==> src/rtl/sb_pkg.sv <==
// rtl/sb_pkg.sv - shared types and helpers for the sideband TX pattern engine
package sb_pkg;

  typedef enum logic [2:0] {
    ST_IDLE    = 3'd0,
    ST_SEND    = 3'd1,
    ST_GAP     = 3'd2,
    ST_DRAIN   = 3'd3,
    ST_DONE    = 3'd4,
    ST_TIMEOUT = 3'd5
  } sb_pat_state_e;

  // Widest pattern word the helper can build; callers slice down to their width.
  localparam int unsigned SB_PAT_MAX_W = 1024;

  // Clock pattern: alternating 1/0 with bit 0 = 0, zero above bit w-1.
  function automatic logic [SB_PAT_MAX_W-1:0] clk_pattern(input int unsigned w);
    logic [SB_PAT_MAX_W-1:0] pat;
    pat = '0;
    for (int unsigned i = 0; i < SB_PAT_MAX_W; i++) begin
      if (i < w) pat[i] = i[0];
    end
    return pat;
  endfunction

endpackage

==> src/rtl/sb_ms_slot_timer.sv <==
// rtl/sb_ms_slot_timer.sv - 1 ms slot timer with slot counter and expiry
module sb_ms_slot_timer #(
  parameter int unsigned CLK_PER_MS = 100,
  parameter int unsigned TIMEOUT_MS = 8
) (
  input  logic i_clk,
  input  logic i_rst_n,
  input  logic clear_i,
  input  logic freeze_i,
  output logic tick_o,
  output logic expire_o
);

  localparam int unsigned MS_W   = $clog2(CLK_PER_MS);
  localparam int unsigned SLOT_W = $clog2(TIMEOUT_MS + 1);
  localparam logic [MS_W-1:0]   MS_LAST   = MS_W'(CLK_PER_MS - 1);
  localparam logic [SLOT_W-1:0] SLOT_LAST = SLOT_W'(TIMEOUT_MS - 1);

  logic [MS_W-1:0]   ms_cnt_q, ms_cnt_d;
  logic [SLOT_W-1:0] slot_cnt_q, slot_cnt_d;

  // tick marks the last cycle of a slot; expire marks the wrap of the final slot
  assign tick_o   = !clear_i && !freeze_i && (ms_cnt_q == MS_LAST);
  assign expire_o = tick_o && (slot_cnt_q == SLOT_LAST);

  // Counter advance: clear wins, freeze holds, otherwise count and wrap into the next slot
  always_comb begin
    ms_cnt_d   = ms_cnt_q;
    slot_cnt_d = slot_cnt_q;
    if (clear_i) begin
      ms_cnt_d   = '0;
      slot_cnt_d = '0;
    end else if (!freeze_i) begin
      if (ms_cnt_q == MS_LAST) begin
        ms_cnt_d   = '0;
        slot_cnt_d = slot_cnt_q + 1'b1;
      end else begin
        ms_cnt_d = ms_cnt_q + 1'b1;
      end
    end
  end

  // Counter registers
  always_ff @(posedge i_clk or negedge i_rst_n) begin
    if (!i_rst_n) begin
      ms_cnt_q   <= '0;
      slot_cnt_q <= '0;
    end else begin
      ms_cnt_q   <= ms_cnt_d;
      slot_cnt_q <= slot_cnt_d;
    end
  end

endmodule

==> src/rtl/sb_tx_pattern_engine.sv <==
// rtl/sb_tx_pattern_engine.sv - sideband TX clock-pattern engine with burst/continuous modes
module sb_tx_pattern_engine
  import sb_pkg::*;
#(
  parameter int unsigned PATTERN_W   = 64,
  parameter int unsigned CLK_PER_MS  = 100,
  parameter int unsigned TIMEOUT_MS  = 8,
  parameter int unsigned EXTRA_ITERS = 4
) (
  input  logic                 i_clk,
  input  logic                 i_rst_n,
  input  logic                 i_start_req,
  input  logic                 i_abort,
  input  logic                 i_mode,
  input  logic                 i_rx_samp_done,
  input  logic                 i_ser_ready,
  output logic [PATTERN_W-1:0] o_pattern,
  output logic                 o_pattern_valid,
  output logic                 o_done,
  output logic                 o_timeout,
  output logic                 o_busy
);

  localparam logic [SB_PAT_MAX_W-1:0] PAT_FULL = clk_pattern(PATTERN_W);
  localparam logic [PATTERN_W-1:0]    PAT      = PAT_FULL[PATTERN_W-1:0];
  localparam int unsigned             DRAIN_W  = $clog2(EXTRA_ITERS + 1);
  localparam logic [DRAIN_W-1:0]      DRAIN_LAST = DRAIN_W'(EXTRA_ITERS - 1);

  sb_pat_state_e      state_q, state_d;
  logic               mode_q, mode_d;
  logic               valid_q, valid_d;
  logic               done_q, done_d;
  logic               timeout_q, timeout_d;
  logic [DRAIN_W-1:0] drain_cnt_q, drain_cnt_d;
  logic               tick, expire, xfer, in_slot, timer_clear;

  assign xfer        = valid_q && i_ser_ready;
  assign in_slot     = (state_q == ST_SEND) || (state_q == ST_GAP);
  assign timer_clear = (state_q == ST_IDLE);

  sb_ms_slot_timer #(
    .CLK_PER_MS (CLK_PER_MS),
    .TIMEOUT_MS (TIMEOUT_MS)
  ) u_timer (
    .i_clk    (i_clk),
    .i_rst_n  (i_rst_n),
    .clear_i  (timer_clear),
    .freeze_i (!in_slot),
    .tick_o   (tick),
    .expire_o (expire)
  );

  // Next-state and registered-output decisions; abort overrides everything
  always_comb begin
    state_d     = state_q;
    mode_d      = mode_q;
    drain_cnt_d = drain_cnt_q;
    valid_d     = 1'b0;
    unique case (state_q)
      ST_IDLE: begin
        drain_cnt_d = '0;
        if (i_start_req) begin
          state_d = ST_SEND;
          mode_d  = i_mode;
        end
      end
      ST_SEND, ST_GAP: begin
        drain_cnt_d = '0;
        if (i_rx_samp_done)      state_d = ST_DRAIN;
        else if (expire)         state_d = ST_TIMEOUT;
        else if (tick && !mode_q) state_d = (state_q == ST_SEND) ? ST_GAP : ST_SEND;
      end
      ST_DRAIN: begin
        if (xfer) begin
          drain_cnt_d = drain_cnt_q + 1'b1;
          if (drain_cnt_q == DRAIN_LAST) state_d = ST_DONE;
        end
      end
      ST_DONE, ST_TIMEOUT: state_d = ST_IDLE;
      default:             state_d = ST_IDLE;
    endcase
    if (i_abort) state_d = ST_IDLE;

    // A pending word survives slot changes; new words come only from SEND or DRAIN
    if ((state_d == ST_SEND) || (state_d == ST_GAP) || (state_d == ST_DRAIN)) begin
      if (valid_q && !i_ser_ready)                          valid_d = 1'b1;
      else if ((state_q == ST_SEND) || (state_q == ST_DRAIN)) valid_d = 1'b1;
    end
    done_d    = (state_q == ST_DONE) && !i_abort;
    timeout_d = (state_q == ST_TIMEOUT) && !i_abort;
  end

  // State and output registers
  always_ff @(posedge i_clk or negedge i_rst_n) begin
    if (!i_rst_n) begin
      state_q     <= ST_IDLE;
      mode_q      <= 1'b0;
      valid_q     <= 1'b0;
      done_q      <= 1'b0;
      timeout_q   <= 1'b0;
      drain_cnt_q <= '0;
    end else begin
      state_q     <= state_d;
      mode_q      <= mode_d;
      valid_q     <= valid_d;
      done_q      <= done_d;
      timeout_q   <= timeout_d;
      drain_cnt_q <= drain_cnt_d;
    end
  end

  assign o_pattern       = valid_q ? PAT : '0;
  assign o_pattern_valid = valid_q;
  assign o_done          = done_q;
  assign o_timeout       = timeout_q;
  assign o_busy          = (state_q != ST_IDLE);

endmodule

==> config.mk <==
export PLATFORM = sky130hd
export DESIGN_NAME = sb_tx_pattern_engine
export DESIGN_NICKNAME = d
export VERILOG_FILES = /design/src/rtl/sb_pkg.sv /design/src/rtl/sb_ms_slot_timer.sv /design/src/rtl/sb_tx_pattern_engine.sv
export SDC_FILE = /design/constraint.sdc
export NUM_CORES = 1
export LEC_CHECK = 0
export CAP_MARGIN = 15
export CORE_MARGIN = 10
export CORE_UTILIZATION = 35
export DETAILED_ROUTE_END_ITERATION = 8
export PLACE_DENSITY = 0.77
export SYNTH_ARGS = -nofsm -noshare
export SYNTH_HDL_FRONTEND = slang
export SYNTH_HIERARCHICAL = 1
export SYNTH_SLANG_ARGS = --single-unit
==> constraint.sdc <==
create_clock -name i_clk -period 6.9 [get_ports i_clk]
set_input_delay 0.69 -clock i_clk [delete_from_list [all_inputs] [get_ports i_clk]]
set_output_delay 0.69 -clock i_clk [all_outputs]
set_load 0.005 [all_outputs]
==> results of run 1 <==
==> power by group <==
group          switching, uW  internal (uW)  total, uW
logic                   37.6           46.8       84.5
clock network           41.9           40.3       82.1
registers               11.5            127        139
total                   91.1            215        306
==> final timing paths <==
| kind | start | to | cells past startpoint |
|---|---|---|---|
| worst max-delay path | state_q[0]$_DFF_PN0_ | o_busy | 3 |
| worst min-delay path | drain_cnt_q[2]$_DFFE_PN0P_ | drain_cnt_q[2]$_DFFE_PN0P_ | 2 |
| worst max register to register | state_q[0]$_DFF_PN0_ | state_q[2]$_DFF_PN0_ | 10 |
| worst min register to register | drain_cnt_q[2]$_DFFE_PN0P_ | drain_cnt_q[2]$_DFFE_PN0P_ | 2 |
| max in group asynchronous | i_rst_n | u_timer/slot_cnt_q[3]$_DFFE_PN0P_ | 1 |
| min in group asynchronous | i_rst_n | o_pattern_valid$_DFF_PN0_ | 1 |
==> flip-flops by register name, summed over array words and instances (netlist names) <==
signal,cells
u_timer/slot_cnt_q,4
state_q,3
drain_cnt_q,3
o_done,1
o_timeout,1
u_timer/ms_cnt_q,7
mode_q,1
o_pattern_valid,1
==> area by class of cell <==
| class | instances | area [um2] |
|---|---|---|
| clock buffer | 3 | 41.3 |
| clock inverter | 1 | 5.00 |
| fill | 492 | 2890 |
| inverter | 9 | 33.8 |
| multi-input combinational | 123 | 713 |
| sequential | 21 | 526 |
| tap | 54 | 67.6 |
| timing repair buffer | 42 | 420 |
==> worst max-delay path, delay by kind of cell (launching register included) <==
kind | cells | cell delay [ps]
buf+inv | 2 | 560
flops | 1 | 520
simple gates | 1 | 680
==> stage by stage <==
step / power (uW) / setup WS (ps) / utilization, %
after floorplan: 213 / 4510 / -
after global placement: 225 / 4340 / 37.5
after CTS: 309 / 4160 / 38.5
after global routing: 323 / 3830 / 38.5
after detailed placement: 226 / 4220 / 37.5
final: 306 / 4190 / 38.5
==> per-layer routing <==
metal / track usage (%) / up-vias
met2: 13.9 / 63
met1: 8.23 / 560
met4: 2.31 / 0
met5: 0 / -
met3: 4.10 / 4
li1: - / 571
==> cells in the final DEF (no fill, tap or decap), types with 5 or more instances in the layout <==
master and instances:
a21oi_1 14, clkdlybuf4s50_1 42, conb_1 32, dfrtp_1 21
inv_1 9, nand2_1 11, nand2b_1 5, o21ai_0 8
o31ai_1 7, or4_1 6
==> kinds of logic after synthesis <==
family / after synthesis / synth area share, %
simple gates: 47 / 16.2
flops: 21 / 31.3
other cells: 1 / 0.223
fa+ha+maj: 4 / 2.98
mux: 2 / 1.27
compound gates: 38 / 14.8
buf+inv: 79 / 33.2
==> qor.csv, run 1 <==
stage,metric,value,unit
status,outcome,"complete, no violations",
place,GP Congestion,0.797,
synth,synthesis-stage register bit count,21,
place,DP Area,1760,um2
sta,unrepaired setup endpoints after global routing,false,
grt,Total GRT Usage,8.01,%
synth,"Top FF cell, synth",dfrtp_1,
cts,root buffer cell,clkbuf_8,
route,DRC,0,
sta,Worst Max-Slew Pin Slew,931,ps
route,WL met1,1.30,mm
synth,Yosys warning count,6,
cts,post-CTS sizing,0,
synth,Syn Inst Count,192,
sta,Hold Slack,491,ps
final_layout,layout cell share with drive strength beyond 1,5.03,%
sta,clock skew,7.27,ps
synth,Yosys top cell area share,31.3,%
final_layout,Final Non-Filler Cells,253,
worst_setup_path,Crit Path Category,reg2out,
grt,vias in the first global route,1145,
worst_setup_path,Critical Path End Type,output port,
final_layout,synthesis-to-finish area growth,7.52,%
cts,latest clock arrival within the worst-skew pair,260,ps
cts,clock sink count,21,
worst_setup_path,crit path max-delay cell type,nor3_2,
synth,sequential fraction of the synthesis area,31.3,%
place,IO buf count,42,
sta,highest clock rate,0.369,GHz
final_layout,diodes inserted,0,
sta,period utilisation layout,39.3,%
route,Detailed Routing Iterations Pass 1,4,
route,Iteration-0 DRC Markers,31,
synth,leading area contributor after synthesis,dfrtp_1,
job,max-capacitance violation count,0,
worst_setup_path,Max Fanout on Critical Path,13,
synth,Syn Area/Cell,8.75,um2
route,met3 routed WL,434,um
grt,initial antenna violation count,0,
die,Die Wd,89.3,um
cts,Clock transition at path regs,80,ps
die,core area,4690,um2
worst_setup_path,WP data required,6210,ps
sta,"Min Clock Period, post-route",2710,ps
synth,Area contributors post-synth,"dfrtp_1 31%, buf_4 29%, a21oi_1 4.2%",
synth,count of distinct cell types in the synthesized netlist,40,
pwr,Leakage,0.000733,uW
final_layout,final instance area,1810,um2
sta,setup_tns,0,ps
worst_setup_path,Max stage delay on crit path,680,ps
synth,area of the mapped netlist,1680,um2
die,chip height,89.3,um
cts,Max H-tree Level,1,
synth,most numerous cell in the Yosys netlist,buf_4,
cts,CTS tree,built,
route,via count,1198,
sta,Final Setup Violations,0,
worst_hold_path,Worst Hold Class,reg2reg,
final_layout,nets@finish,211,
worst_setup_path,R2R setup slack,4190,ps
die,Rows,25,
route,Top Metal Used,met4,
grt,first-pass GRT wire length,5.16,mm
worst_setup_path,Startpoint Class,flip-flop,
grt,GRT overflow,0,
cts,Longest Clk Path Bufs,2,
sta,max-slew violations,0,
die,Die ar.,7970,um2
synth,post-synthesis async set-or-reset flop share,100,%
route,WL final,3.38,mm
route,DR vias/cell,4.74,
die,io pins,75,
grt,largest net degree at the start of global routing,38,
place,cell total after placement,249,
worst_setup_path,Arrival @ worst endpoint,2020,ps
die,initial core utilization,35.8,%
worst_setup_path,cells along the critical path,nor3_2 -> inv_1 -> clkdlybuf4s50_1,
route,Met2 Wirelength,1.62,mm
sta,slew margin rel.,37.8,%
cts,Post-CTS Setup Inserts,0,
sta,Final Hold Fails,0,
place,HPWL Detailed,2.68,mm
cts,hold_buf cts,0,
synth,synth cell count leaders,"64 x buf_4, 21 x dfrtp_1, 14 x a21oi_1, 11 x nand2_1, 9 x inv_1",
pwr,maximum vdd ir drop,0.0671,mV
route,per-cell routed wire length,13.4,um
route,Antenna Nets Post-Route,0,
synth,"EDFF count, synth",0,
pwr,Pwr Density,169,nW/um2
cts,CTS Buf Count,3,
Note: power is estimated with default switching activity, not from simulation.
==> run 2, diff against run 1 <==
clock period = 2.78 ns   (was 6.9 ns; I/O delays follow)
==> run 2 against run 1 <==
Against the previous run: global-route usage increased by 0.18 points; die area unchanged; first-iteration DRC count increased by 42%; clock skew decreased by 5.0 ps; critical endpoint is now o_pattern_valid$_DFF_PN0_.
==> qor.csv, run 2 (synthesis results as in run 1) <==
stage,metric,value,unit,change
grt,initial antenna violation count,0,,unchanged
final_layout,most frequent cells in the layout,"42 x clkdlybuf4s50_1, 32 x conb_1, 21 x dfrtp_1",,
worst_setup_path,Setup crit end,o_pattern_valid$_DFF_PN0_,,
sta,clock skew,2.31,ps,-4.96 ps
cts,Longest Clk Path Bufs,2,,unchanged
worst_setup_path,crit path from,state_q[0]$_DFF_PN0_,,
sta,setup_tns,0,ps,unchanged
job,max-capacitance violation count,0,,unchanged
cts,CTS tree,built,,
final_layout,layout cell share with drive strength beyond 1,8.25,%,+3.2 points
final_layout,diodes inserted,0,,unchanged
route,DRC,0,,unchanged
sta,setup ws final,398,ps,-3790 ps
die,Rows,25,,unchanged
die,core area,4690,um2,unchanged
final_layout,area of the multi-input gates,713,um2,unchanged
final_layout,Final Core Density,39.6,%,+1.1 points
sta,highest clock rate,0.420,GHz,
cts,hold_buf cts,0,,unchanged
route,Antenna Nets Post-Route,0,,unchanged
route,Detailed Routing Iterations Pass 1,4,,unchanged
pwr,sw frac,30.2,%,+0.39 points
cts,post-CTS sizing,0,,unchanged
die,io pins,75,,unchanged
sta,Final Setup Violations,0,,unchanged
place,Place WS,412,ps,-3810 ps
route,Iteration-0 DRC Markers,44,,+42%
sta,Worst Max-Slew Pin Slew,958,ps,+26.9 ps
place,GP Congestion,0.800,,+0.41%
cts,clock sink count,21,,unchanged
grt,GRT overflow,0,,unchanged
pwr,maximum vdd ir drop,0.163,mV,+140%
cts,root buffer cell,clkbuf_8,,
worst_setup_path,Max Fanout on Critical Path,7,,-6
pwr,Pwr Density,418,nW/um2,+150%
final_layout,synthesis-to-finish area growth,10.6,%,
worst_hold_path,Hold Path Stages,2,,unchanged
cts,CTS Buf Count,3,,unchanged
worst_setup_path,Critical Path End Type,flip-flop,,
worst_setup_path,R2R Path Start,state_q[0]$_DFF_PN0_,,
route,per-cell routed wire length,13.7,um,+2.7%
pwr,clock share of power,26.5,%,-0.4 points
sta,"Min Clock Period, post-route",2380,ps,
grt,first-pass GRT wire length,5.18,mm,+0.39%
sta,period utilisation layout,85.7,%,
pwr,Internal Dissipation,543,uW,+150%
die,Die Wd,89.3,um,unchanged
final_layout,most flop-heavy register,u_timer/ms_cnt_q,,
grt,largest net degree at the start of global routing,35,,-7.9%
worst_setup_path,Arrival @ worst endpoint,2560,ps,+540 ps
sta,max-slew violations,0,,unchanged
final_layout,max reg flops,7,,unchanged
worst_setup_path,end of the worst register-to-register path,o_pattern_valid$_DFF_PN0_,,
sta,Final Hold Fails,0,,unchanged
pwr,sequential power share,43.4,%,-2.1 points
worst_setup_path,WP data required,2960,ps,-3250 ps
cts,Max H-tree Level,1,,unchanged
route,WL final,3.56,mm,+5.5%
grt,Total GRT Usage,8.19,%,+0.18 points
final_layout,"commonest non-fill, non-tap cell in the layout",clkdlybuf4s50_1,,
final_layout,nets@finish,218,,+3.3%
route,via count,1214,,+1.3%
final_layout,# fillers,479,,-2.6%
final_layout,flip-flop and latch area,526,um2,unchanged
route,DR vias/cell,4.67,,-1.4%
grt,vias in the first global route,1143,,-0.17%
cts,latest clock arrival within the worst-skew pair,260,ps,about the same
die,chip height,89.3,um,unchanged
pwr,Combinational Power Share,30.1,%,+2.5 points
sta,unrepaired setup endpoints after global routing,false,,
status,outcome,"complete, no violations",,
worst_hold_path,Worst Hold Class,reg2reg,,
worst_setup_path,Startpoint Class,flip-flop,,
worst_setup_path,Crit Path Category,reg2reg,,
pwr,Sw Pwr,235,uW,+160%
cts,Clock transition at path regs,80,ps,about the same
die,Die ar.,7970,um2,unchanged
place,HPWL Detailed,2.84,mm,+6.0%
place,IO buf count,42,,unchanged
sta,slew margin rel.,36.0,%,-1.8 points
die,initial core utilization,35.8,%,unchanged
pwr,Leakage,0.000767,uW,+4.7%
worst_setup_path,R2R setup slack,400,ps,-3790 ps
final_layout,biggest regs,"u_timer/ms_cnt_q: 7 flops, u_timer/slot_cnt_q: 4 flops",,
cts,Post-CTS Setup Inserts,0,,unchanged
worst_setup_path,cell count of the worst reg-to-reg path,9,,-1
-- run 2: changes by cell type in the layout (fill, tap and decap cells not counted) --
cell and change:
buf_4 +7
-- run 2: critical path, cell delays in order, from the launching register on --
cell and delay, ps:
dfrtp_1 430, nand2b_1 180, a21o_1 240, or3b_1 390
nor3_1 200, nand2b_1 150, o21ba_2 220, o22ai_1 190
nand2_1 110, a211oi_2 200
-- run 2: layer usage --
metal | global-route usage, % | part of all wire, %
met1 | 8.20 | 38
met2 | 14.7 | 48
met3 | 3.92 | 14
met4 | 2.31 | 0.36
met5 | 0 | 0
-- run 2: per-stage QoR --
| step | cell area (um2) | power (uW) | hold slack, ps | std cells |
|---|---|---|---|---|
| 2_1_floorplan | 1800 | 530 | -17.6 | 223 |
| 3_3_place_gp | 1810 | 570 | 464 | 256 |
| 5_1_grt | 1860 | 826 | 515 | 260 |
| 3_5_place_dp | 1810 | 577 | 476 | 256 |
| 4_1_cts | 1860 | 788 | 493 | 260 |
| 6_report | 1860 | 777 | 486 | 260 |
-- run 2: power groups by stage --
| stage | Combinational (uW) | Sequential [uW] | Clock [uW] |
|---|---|---|---|
| final | 234 | 337 | 206 |
| after global routing | 257 | 341 | 228 |
| after CTS | 236 | 338 | 214 |
| after detailed placement | 234 | 344 | 0 |
| after global placement | 228 | 342 | 0 |
| after floorplan | 191 | 338 | 0 |
-- run 2: final cells by class --
| cell class | instances | share of cell area, % |
|---|---|---|
| repair buffers | 49 | 25.4 |
| well taps | 54 | 3.63 |
| clock inverters | 1 | 0.269 |
| inverters | 9 | 1.82 |
| flip-flops and latches | 21 | 28.3 |
| clock buffers | 3 | 2.22 |
| multi-input cells | 123 | 38.4 |
-- run 2: worst min-delay path by stage --
stage	from	endpoint	slack, ps
2_1_floorplan	i_rst_n	drain_cnt_q[0]$_DFFE_PN0P_	-20
4_1_cts	drain_cnt_q[2]$_DFFE_PN0P_	drain_cnt_q[2]$_DFFE_PN0P_	490
3_3_place_gp	drain_cnt_q[2]$_DFFE_PN0P_	drain_cnt_q[2]$_DFFE_PN0P_	460
3_5_place_dp	drain_cnt_q[2]$_DFFE_PN0P_	drain_cnt_q[2]$_DFFE_PN0P_	480
5_1_grt	drain_cnt_q[2]$_DFFE_PN0P_	drain_cnt_q[2]$_DFFE_PN0P_	520
6_report	drain_cnt_q[2]$_DFFE_PN0P_	drain_cnt_q[2]$_DFFE_PN0P_	490
==> run 3, diff against run 2 <==
ABC_CLOCK_PERIOD_IN_PS = 2780   (was unset)
PLACE_DENSITY = unset   (was 0.77)
PLACE_DENSITY_LB_ADDON = 0.1   (was unset)
==> run 3 against run 2 <==
Against the previous run: clock power fell by 4%; via count shrank 1.6%; final cell count unchanged; fmax decreased by 2.2%; non-clock buffer count unchanged; critical path type unchanged; critical endpoint is now state_q[2]$_DFF_PN0_.
==> qor.csv, run 3 (synthesis results as in run 1) <==
stage,metric,value,unit,change
status,outcome,"complete, no violations",,
sta,setup_tns,0,ps,unchanged
pwr,maximum vdd ir drop,0.194,mV,+19%
final_layout,flip-flop and latch area,526,um2,unchanged
grt,GRT overflow,0,,unchanged
place,IO buf count,42,,unchanged
final_layout,diodes inserted,0,,unchanged
worst_setup_path,Critical Path End Type,flip-flop,,
sta,slew margin rel.,45.4,%,+9.4 points
route,Iteration-0 DRC Markers,44,,unchanged
sta,clock skew,2.68,ps,+0.364 ps
final_layout,layout cell share with drive strength beyond 1,7.77,%,-0.49 points
cts,hold_buf cts,0,,unchanged
grt,vias in the first global route,1096,,-4.1%
sta,Final Hold Fails,0,,unchanged
cts,Post-CTS Setup Inserts,0,,unchanged
pwr,total power,767,uW,-1.4%
job,max-capacitance violation count,0,,unchanged
sta,Worst Max-Slew Pin Slew,819,ps,-139 ps
cts,Max H-tree Level,1,,unchanged
final_layout,synthesis-to-finish area growth,10.6,%,about the same
cts,root buffer cell,clkbuf_8,,
route,Antenna Nets Post-Route,0,,unchanged
cts,Longest Clk Path Bufs,2,,unchanged
cts,clock sink count,21,,unchanged
cts,Clock transition at path regs,80,ps,about the same
route,per-cell routed wire length,13.1,um,-4.3%
route,WL final,3.41,mm,-4.3%
final_layout,max reg flops,7,,unchanged
route,DRC,0,,unchanged
sta,max-slew violations,0,,unchanged
sta,"Min Clock Period, post-route",2440,ps,+54.6 ps
place,GP Congestion,0.792,,-1.0%
place,DP Area,1810,um2,unchanged
worst_setup_path,Arrival @ worst endpoint,2630,ps,+70 ps
place,HPWL Detailed,2.76,mm,-2.8%
cts,CTS tree,built,,
pwr,Pwr Density,413,nW/um2,-1.3%
die,Die Wd,89.3,um,unchanged
grt,first-pass GRT wire length,5.16,mm,-0.39%
die,chip height,89.3,um,unchanged
sta,Final Setup Violations,0,,unchanged
route,Detailed Routing Iterations Pass 1,4,,unchanged
sta,unrepaired setup endpoints after global routing,false,,
final_layout,most frequent cells in the layout,"42 x clkdlybuf4s50_1, 32 x conb_1, 21 x dfrtp_1",,
die,Die ar.,7970,um2,unchanged
worst_hold_path,Worst Hold Class,in2async,,
final_layout,biggest regs,"u_timer/ms_cnt_q: 7 flops, u_timer/slot_cnt_q: 4 flops",,
place,cell total after placement,256,,unchanged
worst_setup_path,Crit Path Category,reg2reg,,
worst_setup_path,WP data required,2980,ps,+20 ps
cts,latest clock arrival within the worst-skew pair,250,ps,about the same
grt,Total GRT Usage,7.91,%,-0.28 points
cts,CTS Buf Count,3,,unchanged
worst_setup_path,Startpoint Class,flip-flop,,
worst_setup_path,Max Fanout on Critical Path,9,,+2
sta,period utilisation layout,87.6,%,+2.0 points
final_layout,final instance area,1860,um2,about the same
die,initial core utilization,35.8,%,unchanged
route,via count,1195,,-1.6%
worst_setup_path,R2R setup slack,340,ps,-50 ps
die,Rows,25,,unchanged
final_layout,# fillers,477,,-0.42%
die,io pins,75,,unchanged
final_layout,most flop-heavy register,u_timer/ms_cnt_q,,
grt,initial antenna violation count,0,,unchanged
cts,post-CTS sizing,0,,unchanged
final_layout,"commonest non-fill, non-tap cell in the layout",clkdlybuf4s50_1,,
pwr,Leakage,0.000763,uW,-0.55%
final_layout,area of the multi-input gates,713,um2,unchanged
final_layout,Final Non-Filler Cells,260,,unchanged
final_layout,nets@finish,218,,unchanged
route,DR vias/cell,4.60,,-1.6%
die,core area,4690,um2,unchanged
grt,largest net degree at the start of global routing,35,,unchanged
sta,highest clock rate,0.410,GHz,-2.2%
==> run 3: changes by cell type in the layout (fill, tap and decap cells not counted) <==
cell      before  now
clkbuf_1       0    1
clkinv_2       1    0
==> run 3: routing by layer <==
layer  up-vias  share of wire (%)  track usage (%)
li1        589                  -                -
met1       562                 38             8.36
met2        42                 51             14.9
met3         2                 11             2.46
met4         0               0.18             1.73
met5         -                  0                0
==> run 3: path summary, 6_finish.rpt <==
path,start,end,cells after the start
worst max-delay path,state_q[1]$_DFF_PN0_,state_q[2]$_DFF_PN0_,10
worst min-delay path,i_rst_n,u_timer/slot_cnt_q[0]$_DFFE_PN0P_,2
worst max register to register,state_q[1]$_DFF_PN0_,state_q[2]$_DFF_PN0_,10
worst min register to register,drain_cnt_q[2]$_DFFE_PN0P_,drain_cnt_q[2]$_DFFE_PN0P_,2
max in group asynchronous,i_rst_n,drain_cnt_q[2]$_DFFE_PN0P_,2
min in group i_clk,drain_cnt_q[2]$_DFFE_PN0P_,drain_cnt_q[2]$_DFFE_PN0P_,2
==> run 3: metrics by stage <==
step	hold WS (ps)	util [%]	setup slack [ps]
3_5_place_dp	471	38.6	339
2_1_floorplan	-17.6	-	391
5_1_grt	386	39.6	126
4_1_cts	366	39.6	326
3_3_place_gp	467	38.6	432
6_report	361	39.6	344
==> run 3: where the power goes <==
| group | switching (uW) | internal, uW | total (uW) |
|---|---|---|---|
| logic | 104 | 129 | 232 |
| registers | 20.8 | 316 | 337 |
| clock network | 95.5 | 102 | 197 |
==> run 3: final cells by class <==
cell class              instances  share of cell area [%]
well taps                      54                    3.64
clock buffers                   4                    2.42
multi-input cells             123                    38.4
inverters                       9                    1.82
flip-flops and latches         21                    28.3
repair buffers                 49                    25.5
==> run 3: critical path, cell delays in order, from the launching register on <==
cell and delay [ps]:
dfrtp_1 490, nand2b_1 220, a21o_1 200, or3b_1 370, nor3_1 200, and4b_1 330
nand2b_1 90, o21ai_1 120, nand2_1 50, o21ai_0 130, and2_1 170
